==> src/rtl/ones_count_seq.sv <==
// Sequencer that popcounts a word through a 3-input switch-level ones counter,
// three bits per group, and flags any sample that disagrees with the group popcount.
module ones_count_seq #(
   parameter int WIDTH  = 12,
   parameter int SETTLE = 2,
   localparam int CW    = $clog2(WIDTH + 1)
) (
   input  logic             clk,
   input  logic             rst,
   input  logic             start,
   input  logic [WIDTH-1:0] data_in,
   output logic             busy,
   output logic             done,
   output logic [CW-1:0]    count,
   output logic             err,
   output logic             oc_a,
   output logic             oc_b,
   output logic             oc_c,
   input  logic             oc_y1,
   input  logic             oc_y0
);

   localparam int G  = (WIDTH + 2) / 3;
   localparam int GW = (G > 1) ? $clog2(G) : 1;
   localparam int TW = (SETTLE > 1) ? $clog2(SETTLE) : 1;

   localparam logic [1:0] IDLE = 2'd0;
   localparam logic [1:0] WAIT = 2'd1;
   localparam logic [1:0] DONE = 2'd2;

   logic [1:0]       state;
   logic [WIDTH-1:0] shadow;
   logic [GW-1:0]    grp;
   logic [TW-1:0]    cnt;

   logic [3*G-1:0]   pad;
   logic [2:0]       grp_bits;
   logic [1:0]       samp;
   logic [1:0]       exp_pc;

   // Bits past WIDTH in the last group read as zero padding.
   always_comb begin
      pad = '0;
      pad[WIDTH-1:0] = shadow;
      grp_bits = 3'(pad >> (3 * int'(grp)));
   end

   assign samp   = {oc_y1, oc_y0};
   assign exp_pc = {1'b0, grp_bits[0]} + {1'b0, grp_bits[1]}
                 + {1'b0, grp_bits[2]};

   assign {oc_c, oc_b, oc_a} = (state == WAIT) ? grp_bits : 3'b000;

   assign busy = (state != IDLE);
   assign done = (state == DONE);

   always_ff @(posedge clk) begin
      if (rst) begin
         state  <= IDLE;
         shadow <= '0;
         grp    <= '0;
         cnt    <= '0;
         count  <= '0;
         err    <= 1'b0;
      end else begin
         case (state)
            IDLE: begin
               if (start) begin
                  shadow <= data_in;
                  grp    <= '0;
                  cnt    <= TW'(SETTLE - 1);
                  count  <= '0;
                  err    <= 1'b0;
                  state  <= WAIT;
               end
            end
            WAIT: begin
               if (cnt != '0) begin
                  cnt <= cnt - 1'b1;
               end else begin
                  count <= count + CW'(samp);
                  // Case inequality so X/Z from the netlist also flags.
                  if (samp !== exp_pc)
                     err <= 1'b1;
                  if (grp == GW'(G - 1)) begin
                     state <= DONE;
                  end else begin
                     grp <= grp + 1'b1;
                     cnt <= TW'(SETTLE - 1);
                  end
               end
            end
            DONE:    state <= IDLE;
            default: state <= IDLE;
         endcase
      end
   end

endmodule
==> config.mk <==
export PLATFORM = sky130hd
export DESIGN_NAME = ones_count_seq
export DESIGN_NICKNAME = d
export VERILOG_FILES = /design/src/rtl/ones_count_seq.sv
export SDC_FILE = /design/constraint.sdc
export NUM_CORES = 1
export LEC_CHECK = 0
export CORE_MARGIN = 2
export CORE_UTILIZATION = 35
export DETAILED_ROUTE_END_ITERATION = 6
export PLACE_DENSITY = 0.72
export SLEW_MARGIN = 25
export SYNTH_ARGS = -nofsm -noshare
export SYNTH_HDL_FRONTEND = slang
export SYNTH_SLANG_ARGS = --single-unit
==> constraint.sdc <==
create_clock -name clk -period 2.6 [get_ports clk]
set_clock_uncertainty 0.05 [all_clocks]
set_input_delay 0.52 -clock clk [delete_from_list [all_inputs] [get_ports clk]]
set_output_delay 0.52 -clock clk [all_outputs]
set_load 0.005 [all_outputs]
==> flow_metrics.env, run 1 <==
export IMPL_antenna_found_initial=0
export IMPL_core_area_um2=3030
export IMPL_leakage_uw=0.000515
export IMPL_use_met2_pct=22.5
export IMPL_gp_congestion=0.795
export IMPL_synth_cell_types=34
export IMPL_synth_warning_count=0
export IMPL_startpoint_type="flip-flop"
export IMPL_crit_slowest_cell="mux4_2"
export IMPL_nNetsFinal=171
export IMPL_setup_tns_ns=0
export IMPL_timing_final_crit_share_pct=96.3
export IMPL_vias_per_cell=4.68
export IMPL_remaining_drc_errors=0
export IMPL_grt_pass1_wl_mm=3.55
export IMPL_outcome="finished, final reports clean"
export IMPL_crit_path_end_kind="output pin"
export IMPL_synth_seq_area_share_pct=39.9
export IMPL_hold_class="reg -> reg"
export IMPL_dominantRegCellSynth="dfxtp_1"
export IMPL_ys_ff_latch=22
export IMPL_slew_viol_final=0
export IMPL_power_per_cell_area_nw_per_um2=484
export IMPL_drive_gt1_share_pct=9.46
export IMPL_io_pins=27
export IMPL_post_cts_buffers=0
export IMPL_busiest_layer="met2"
export IMPL_grt_pass1_vias=814
export IMPL_tritoncts="done"
export IMPL_grt_met1_usage_pct=16.0
export IMPL_cts_sinks=22
export IMPL_clk_pin_slew_ns=0.12
export IMPL_min_period_ns=2.50
export IMPL_vdd_ir_drop_max_mv=0.182
export IMPL_maxCapViolCount=0
export IMPL_path_cells="mux4_2, and2_1, clkdlybuf4s50_1"
export IMPL_layout_common_cells="nand2_1 (30), clkdlybuf4s50_1 (26), dfxtp_1 (21)"
export IMPL_clock_latency_ns=0.31
export IMPL_wl_mm=2.27
export IMPL_row_count=20
export IMPL_slew_headroom_pct=47.6
export IMPL_fp_dieArea_um2=3620
export IMPL_htreeDepth=1
export IMPL_ctsLongestPathBuffers=2
export IMPL_critical_path_class="reg -> out"
export IMPL_avgRoutedWirePerCell_um=11.8
export IMPL_utilization_pct=47.0
export IMPL_cp_max_fo=7
export IMPL_postSynth_asyncResetShare_pct=0
export IMPL_area_delta_synth_final_pct=29.0
export IMPL_crit_arrival_ns=1.93
export IMPL_drt_iter0_markers=17
export IMPL_synth_net_count=146
export IMPL_rsz0062_at_grt="false"
export IMPL_place_ws_ns=0.344
export IMPL_vias=899
export IMPL_ant_nets=0
export IMPL_timing_final_hold_violations=0
export IMPL_dr_pass1_iters=5
export IMPL_detailed_place_hpwl_mm=1.68
export IMPL_die_h_um=60.2
export IMPL_clock_fmax_ghz=0.399
export IMPL_insertedDiodeCount=0
export IMPL_path_delay_family="multiplexers"
export IMPL_cts_hold_buffers_added=0
export IMPL_grt_usage_pct=13.5
export IMPL_grt_max_degree=23
export IMPL_syn_avg_cell_area_um2=8.90
export IMPL_io_buffers=26
export IMPL_slowest_delay_ns=0.56
export IMPL_start_util_pct=36.4
export IMPL_final_common_cell="nand2_1"
export IMPL_grt_remaining_overflow=0
export IMPL_numCtsBuffers=3
export IMPL_clockRootBuffer="clkbuf_4"
export IMPL_setup_ws_ns=0.0966
export IMPL_setup_viol=0
export IMPL_synthesis_area_um2=1100
export IMPL_use_met3_pct=1.95
export IMPL_tightest_slew_ns=0.784
export IMPL_path_buf_inv=1
export IMPL_syn_inst=124
export IMPL_die_width_um=60.2
export IMPL_synth_edf_count=0
export IMPL_cp_required_ns=2.03
[worst min-delay path, delay by kind of cell (launching register included)]
family	cells	cell delay, ns
AOI/OAI and AO/OA	1	0.05
DFF	1	0.33
and+or+nand+nor	1	0.05
[registers in the layout, summed over array words and instances (netlist names)]
register and count:
err 1, state 2, pad 12, cnt 1, grp 2, count 4
[where the power goes]
part / internal, µW / switching [µW]
combinational: 68.4 / 58.4
sequential: 356 / 15.2
clock: 85.7 / 106
total: 510 / 180
[routing by layer]
| metal | routed length (µm) | vias to the layer above | share of wire (%) |
|---|---|---|---|
| li1 | - | 471 | - |
| met1 | 1030 | 405 | 45 |
| met2 | 1090 | 18 | 48 |
| met3 | 87 | 5 | 3.8 |
| met4 | 59 | 0 | 2.6 |
| met5 | 0 | - | 0 |
[what timing repair did]
action / 4_1_cts / 5_1_grt
endpoints found under the setup margin: 1 / 0
gates resized for setup: 1 / 0
hold endpoints to repair: 0 / 0
[cells in the mapped netlist, types with 2 or more instances]
cell type | count | area [µm²]
xnor2_1 | 4 | 35.0
a211oi_1 | 2 | 15.0
nand3_1 | 3 | 15.0
ha_1 | 3 | 37.5
buf_2 | 2 | 10.0
clkbuf_1 | 2 | 7.51
dfxtp_1 | 22 | 440
and2_1 | 3 | 18.8
nand2_1 | 30 | 113
a21oi_1 | 20 | 100
fa_1 | 2 | 40.0
nand2b_1 | 3 | 18.8
nor3_1 | 3 | 15.0
mux4_2 | 3 | 67.6
inv_1 | 3 | 11.3
[final cells by class]
type | instances | area [µm²]
multi-input cells | 92 | 612
inverters | 3 | 11.3
well taps | 44 | 55.1
repair buffers | 27 | 268
clock buffers | 4 | 36.3
fillers | 293 | 1600
flip-flops and latches | 22 | 442
[cell families (layout without fill, tap and decap cells)]
family          Yosys count  in the layout  share of synthesized area, %
fa+ha+maj                 5              5                          7.03
flops                    22             22                          39.9
compound gates           28             28                          16.1
xor+xnor                  4              4                          3.17
simple gates             52             52                          23.0
buf+inv                  10             34                          4.65
mux                       3              3                          6.12
[metrics by stage]
stage / instance area (µm²) / instances / power, µW / hold slack (ns)
floorplan: 1100 / 124 / 457 / 0.383
global placement: 1390 / 188 / 503 / 0.392
detailed placement: 1390 / 188 / 506 / 0.395
CTS: 1420 / 192 / 695 / 0.413
global route: 1420 / 192 / 718 / 0.438
finish: 1420 / 192 / 690 / 0.408
[worst paths after layout]
path	from	to	slack, ns	cells past startpoint
worst min register to register	pad[11]$_SDFFE_PP0P_	pad[11]$_SDFFE_PP0P_	0.41	2
worst min-delay path	pad[11]$_SDFFE_PP0P_	pad[11]$_SDFFE_PP0P_	0.41	2
worst max register to register	grp[0]$_SDFFE_PP0P_	err$_SDFFE_PP0P_	0.49	6
worst max-delay path	grp[0]$_SDFFE_PP0P_	oc_c	0.1	3
Power figures use the tool's default switching activity.
==> inputs of run 2 (changes only) <==
--- a/config.mk
+++ b/config.mk
@@ -7,6 +7,7 @@
 export LEC_CHECK = 0
 export CORE_MARGIN = 2
 export CORE_UTILIZATION = 35
+export CTS_CLUSTER_DIAMETER = 120
 export DETAILED_ROUTE_END_ITERATION = 6
 export PLACE_DENSITY = 0.72
 export SLEW_MARGIN = 25
==> results of run 2 <==
Final layout, timing and power as in run 1 (identical DEF).
